==> config.mk <==
export PLATFORM = sky130hd
export DESIGN_NAME = serial_recv
export DESIGN_NICKNAME = d
export VERILOG_FILES = /design/src/rtl/serial_recv.sv
export SDC_FILE = /design/constraint.sdc
export NUM_CORES = 1
export LEC_CHECK = 0
export ABC_AREA = 1
export CAP_MARGIN = 20
export CORE_MARGIN = 1
export CORE_UTILIZATION = 25
export CTS_CLUSTER_DIAMETER = 80
export CTS_CLUSTER_SIZE = 30
export DETAILED_ROUTE_END_ITERATION = 8
export SYNTH_ARGS = -nofsm -noshare
export SYNTH_HDL_FRONTEND = slang
export SYNTH_SLANG_ARGS = --single-unit
export TNS_END_PERCENT = 30
==> constraint.sdc <==
create_clock -name CLK -period 3.1 [get_ports CLK]
set_input_delay 0.62 -clock CLK [delete_from_list [all_inputs] [get_ports CLK]]
set_output_delay 0.62 -clock CLK [all_outputs]
set_load 0.01 [all_outputs]
==> src/rtl/serial_recv.sv <==
// 8N1 UART receiver: 2-flop input synchroniser, mid-bit sampling FSM,
// 1-cycle VALID / FRAME_ERR pulses and break handling.
module serial_recv #(
  parameter int WAIT_DIV = 868
) (
  input  logic       CLK,
  input  logic       RST,
  input  logic       DATA_IN,
  output logic [7:0] DATA_OUT,
  output logic       VALID,
  output logic       FRAME_ERR,
  output logic       BUSY
);

  localparam int CW = (WAIT_DIV > 1) ? $clog2(WAIT_DIV) : 1;
  localparam logic [CW-1:0] HALF_END = CW'(WAIT_DIV / 2 - 1);
  localparam logic [CW-1:0] BIT_END  = CW'(WAIT_DIV - 1);

  typedef enum logic [2:0] {
    IDLE,
    START,
    DATA,
    STOP,
    BREAK
  } state_t;

  state_t        state;
  state_t        state_nxt;
  logic          sync1;
  logic          rx_s;
  logic [CW-1:0] cnt;
  logic [2:0]    bit_idx;
  logic [7:0]    shreg;

  logic          tick;
  logic          cnt_clr;
  logic          shift_en;
  logic          valid_nxt;
  logic          ferr_nxt;

  // State register plus all datapath flops
  always_ff @(posedge CLK or negedge RST) begin
    if (!RST) begin
      sync1     <= 1'b1;
      rx_s      <= 1'b1;
      state     <= IDLE;
      cnt       <= '0;
      bit_idx   <= '0;
      shreg     <= '0;
      DATA_OUT  <= '0;
      VALID     <= 1'b0;
      FRAME_ERR <= 1'b0;
    end else begin
      sync1     <= DATA_IN;
      rx_s      <= sync1;
      state     <= state_nxt;
      cnt       <= cnt_clr ? '0 : cnt + 1'b1;
      if (state == START)
        bit_idx <= '0;
      else if (shift_en)
        bit_idx <= bit_idx + 1'b1;
      if (shift_en)
        shreg   <= {rx_s, shreg[7:1]};
      if (valid_nxt)
        DATA_OUT <= shreg;
      VALID     <= valid_nxt;
      FRAME_ERR <= ferr_nxt;
    end
  end

  always_comb begin
    state_nxt = state;
    case (state)
      IDLE:    if (!rx_s) state_nxt = START;
      START:   if (cnt == HALF_END) state_nxt = rx_s ? IDLE : DATA;
      DATA:    if (cnt == BIT_END && bit_idx == 3'd7) state_nxt = STOP;
      STOP:    if (cnt == BIT_END) state_nxt = rx_s ? IDLE : BREAK;
      BREAK:   if (rx_s) state_nxt = IDLE;
      default: state_nxt = IDLE;
    endcase
  end

  // Leaving STOP at mid stop bit lets a back-to-back start bit be caught
  always_comb begin
    tick      = (state == START) ? (cnt == HALF_END) : (cnt == BIT_END);
    cnt_clr   = (state == IDLE) || (state == BREAK) || tick;
    shift_en  = (state == DATA) && (cnt == BIT_END);
    valid_nxt = (state == STOP) && (cnt == BIT_END) && rx_s;
    ferr_nxt  = (state == STOP) && (cnt == BIT_END) && !rx_s;
    BUSY      = (state != IDLE);
  end

endmodule

======== Word level (Yosys, flattened, before mapping) ========
Cells that the tools add are included.
word-level totals
  register bits ........................... 36
  input port bits ......................... 3
  output and inout bits ................... 11
  word-level logic and storage cells ...... 47
cells by class
  add/subtract/negate cells ............... 2
  eq/ne operators ......................... 12
  mux-type cells .......................... 12
  reduce and logical (&&, ||, !) cells .... 12
operator list
  operator                                         number
  two-way mux 3 bit                                8
  one-hot mux 3 bit (5 select lines)               1
  adder 10 x 1 -> 10 bit (second input constant)   1
  == test 10 bit (second input constant)           1
  == test 10 x 9 -> 1 bit (second input constant)  1
  two-way mux 10 bit                               1
  != test 2 bit (second input constant)            5
  == test 3 x 2 -> 1 bit (second input constant)   2
  == test 3 bit (second input constant)            2
  logical AND 1 bit                                5
  AND reduction 5 bit                              1
  adder 3 x 1 -> 3 bit (second input constant)     1
  == test 3 x 1 -> 1 bit (second input constant)   1
  zero test 3 bit                                  1
  nonzero test 3 bit                               1
  logical OR 1 bit                                 2
  two-way mux 2 bit                                1
  nonzero test 2 bit                               1
  zero test 1 bit                                  1
  two-way mux 1 bit                                1

======== Depth between registers and ports, before layout ========
  depth in word-level cells ............... 4
  mapped depth ............................ 9
  gate-level depth less buffers ........... 9

======== Least setup slack after synthesis ========
Ideal clock, no wire load.
  path kind ............................... reg2reg
  start ................................... register cnt[0]
  end ..................................... register shreg[6]
  library setup time ...................... 118 ps
  data arrival time ....................... 1,348 ps
  setup slack ............................. 1,634 ps
  stages on the path, launching flop included .. 8
  buffers on the path ..................... 1
  cell sequence ........................... dfrtp_1 -> ha_1 -> nand3_2 -> nor2_8 -> nand2_4 -> buf_6 -> nand2_1 -> o21ai_2
on the way
  longest elaborated chain between the ends .. 2
ends and longest elaborated chain
  element                 RTL line  text
  start, declared         31        logic [CW-1:0] cnt;
  start signal, assigned  57        cnt <= cnt_clr ? '0 : cnt + 1'b1;
  == test 10 bit          87        shift_en = (state == DATA) && (cnt == BIT_END);
  logical AND 1 bit       87
  end signal, assigned    63        shreg <= {rx_s, shreg[7:1]};
  end, declared           33        logic [7:0] shreg;
No other way between the ends.
A chain may end at the register's enable or synchronous reset.

======== Worst setup path after layout ========
  start ................................... register state[0]
  end ..................................... output BUSY
on the way
  longest elaborated chain between the ends .. 1
ends and longest elaborated chain
  element                 RTL line  text
  start, declared         27        state_t state;
  start signal, assigned  56        state <= state_nxt;
  nonzero test 3 bit      90        BUSY = (state != IDLE);
  end, declared           12        output logic BUSY
No other way between the ends.

==> impl_metrics.yaml <==
status:
  status: "complete, no violations"
layout:
  diodes: 0
  final_nets: 222
  syn2layout_area_growth_pct: 18.4
  drive_above_1_share_pct: 20.4
  fin_cells: 312
  fin_util_pct: 31.0
  fin_area_mm2: 0.00213
detailed_routing:
  drtIter0Drc: 126
  vias_per_cell: 4.06
  wl_per_cell_um: 9.94
  vias: 1266
  drc: 0
  drtPass1Iterations: 4
  ant_nets: 0
  routed_wl_um: 3100
min_path:
  holdCritPathClass: "reg2reg"
  hp-start: "sync1"
  holdPathEnd: "rx_s"
  whs_path_depth: 0
logic_synthesis:
  synth_cells: 197
  synthTopCellsByCount: "49 x nand2_1, 34 x dfrtp_1, 21 x inv_1, 20 x nor2_1, 15 x o21ai_2"
  synth_area_leaders: "dfrtp_1 47%, nand2_1 10%, o21ai_2 7.3%"
  synth_top_area_cell: "dfrtp_1"
  yosysSeqAreaShare_pct: 50.3
  ys_warn_count: 0
  ys.flop_type: "dfrtp_1"
  netlist_area_mm2: 0.00180
  synth_nets: 204
  synthArstFlopShare_pct: 100
  netlist.area_leader.share_pct: 47.4
  synth_edf_count: 0
  synth_area_per_cell_um2: 9.12
  ys_seq_elements: 36
  yosysUniqueCellTypes: 28
  synth_most_common_cell: "nand2_1"
clock_network:
  root_buffer: "clkbuf_8"
  cts_buffer_depth: 2
  clk_pin_slew_worst_paths_ps: 70
  post_cts_resized: 0
  clk_latency_ps: 280
  holdBufCountCts: 0
  cts_tree: "done"
  cts_max_level: 2
  numCtsBuffers: 5
  cts_sinks: 36
  post_cts_buffers: 0
floorplan:
  core_mm2: 0.00687
  ios: 14
  initial_utilization_pct: 26.2
  fp.dieW_um: 86.8
  dieArea_mm2: 0.00753
  num_rows: 30
  die_h_um: 86.8
grt:
  antenna_found_initial: 0
  overflow: 0
  grt_pass1_vias: 1274
  grt_max_degree: 37
  grtUsageTotal_pct: 9.96
  grt_pass1_wl_um: 5820
placement:
  place_area_mm2: 0.00202
  numPlacedInstances: 304
  pre_cts_slack_ps: 1280
  gp_congestion: 0.840
  detailed_place_hpwl_um: 2210
  io_buffer_count: 13
worst_setup_path:
  r2r_start: "cnt[0]"
  critPathKind: "reg2out"
  cp.arrival_ps: 1490
  r2r_setup_slack_ps: 1440
  worstPathRequired_ps: 2480
  start_kind: "flip-flop"
  reg2reg_to: "bit_idx[2]"
  path_max_fanout: 6
  r2r_cells: 8
  endpoint_kind: "primary output"
power:
  p_per_area_mw_per_mm2: 416
  power.total_mw: 0.885
  p_leak_nw: 0.975
  vdd_drop_max_v: 0.000179
timing:
  finalSetupViolations: 0
  tightest_slew_ps: 804
  setup_tns_ps: 0
  fin_skew_ps: 11.0
  report.final.slew_viol_count: 0
  max_slew_margin_pct: 46.4
  post-route-period-util_pct: 68.0
  grt_setup_unrepaired: "no"
  min_period_ps: 2110
  max_freq_mhz: 474
  finalHoldViolCount: 0
  layout_setup_ws_ps: 991
  hold_slack_ps: 357
job:
  drv_cap: 0
-- sequential cells by signal, summed over array words and instances, names as in the netlist --
name and count:
DATA_OUT 8, bit_idx 3, shreg 8, FRAME_ERR 1, state 3, rx_s 1
sync1 1, cnt 10, VALID 1
-- where the power goes --
| group | switching, mW | total [mW] | internal, mW |
|---|---|---|---|
| registers | 0.00141 | 0.473 | 0.472 |
| clock network | 0.161 | 0.399 | 0.239 |
| logic | 0.0104 | 0.0125 | 0.00205 |
-- worst max path at each step --
stage               cells after the start  startpoint  endpoint
global placement                        3    state[0]      BUSY
finish                                  3    state[0]      BUSY
CTS                                     3    state[0]      BUSY
detailed placement                      3    state[0]      BUSY
global route                            3    state[0]      BUSY
floorplan                               7      cnt[0]  shreg[6]
-- critical path, stage by stage, from the launching register on --
cell,delay [ps]
dfrtp_1,450
nor2_1,220
nand2_1,70
clkdlybuf4s50_1,480
-- layer usage --
| layer | GRT usage [%] | vias up | part of all wire [%] |
|---|---|---|---|
| met3 | 2.86 | 5 | 3.5 |
| met4 | 3.18 | 0 | 1.4 |
| met5 | 0 | - | 0 |
| met1 | 13.9 | 585 | 51 |
| met2 | 14.9 | 20 | 44 |
| li1 | - | 656 | - |
-- area by class of cell --
cell class / instances / area, µm²
Inverter: 27 / 101
Sequential cell: 36 / 903
Timing Repair Buffer: 13 / 125
Clock inverter: 2 / 35.0
Fill cell: 716 / 4740
Tap cell: 96 / 120
Multi-Input combinational cell: 132 / 769
Clock buffer: 6 / 72.6
-- cell usage in the layout, fill, tap and decap left out, types with 3 or more instances in the layout --
cell and instances:
clkbuf_8 5, clkdlybuf4s50_1 12, dfrtp_1 34, ha_1 4, inv_1 21, inv_2 5, nand2_1 49, nand2_2 5
nand3_1 10, nand4_1 4, nor2_1 20, nor3_1 3, o21ai_0 5, o21ai_2 15
-- cells by family (layout without fill, tap and decap cells) --
family / Yosys count / count (layout) / share of synthesized area (%)
DFF: 36 / 36 / 50.3
and+or+nand+nor: 101 / 101 / 27.6
buffers and inverters: 29 / 48 / 6.89
AOI/OAI and AO/OA: 22 / 22 / 9.26
xor gates and xnor gates: 4 / 4 / 1.95
adders and majority gates: 4 / 4 / 2.79
muxes: 1 / 1 / 1.25
Note: power is estimated with default switching activity, not from simulation.
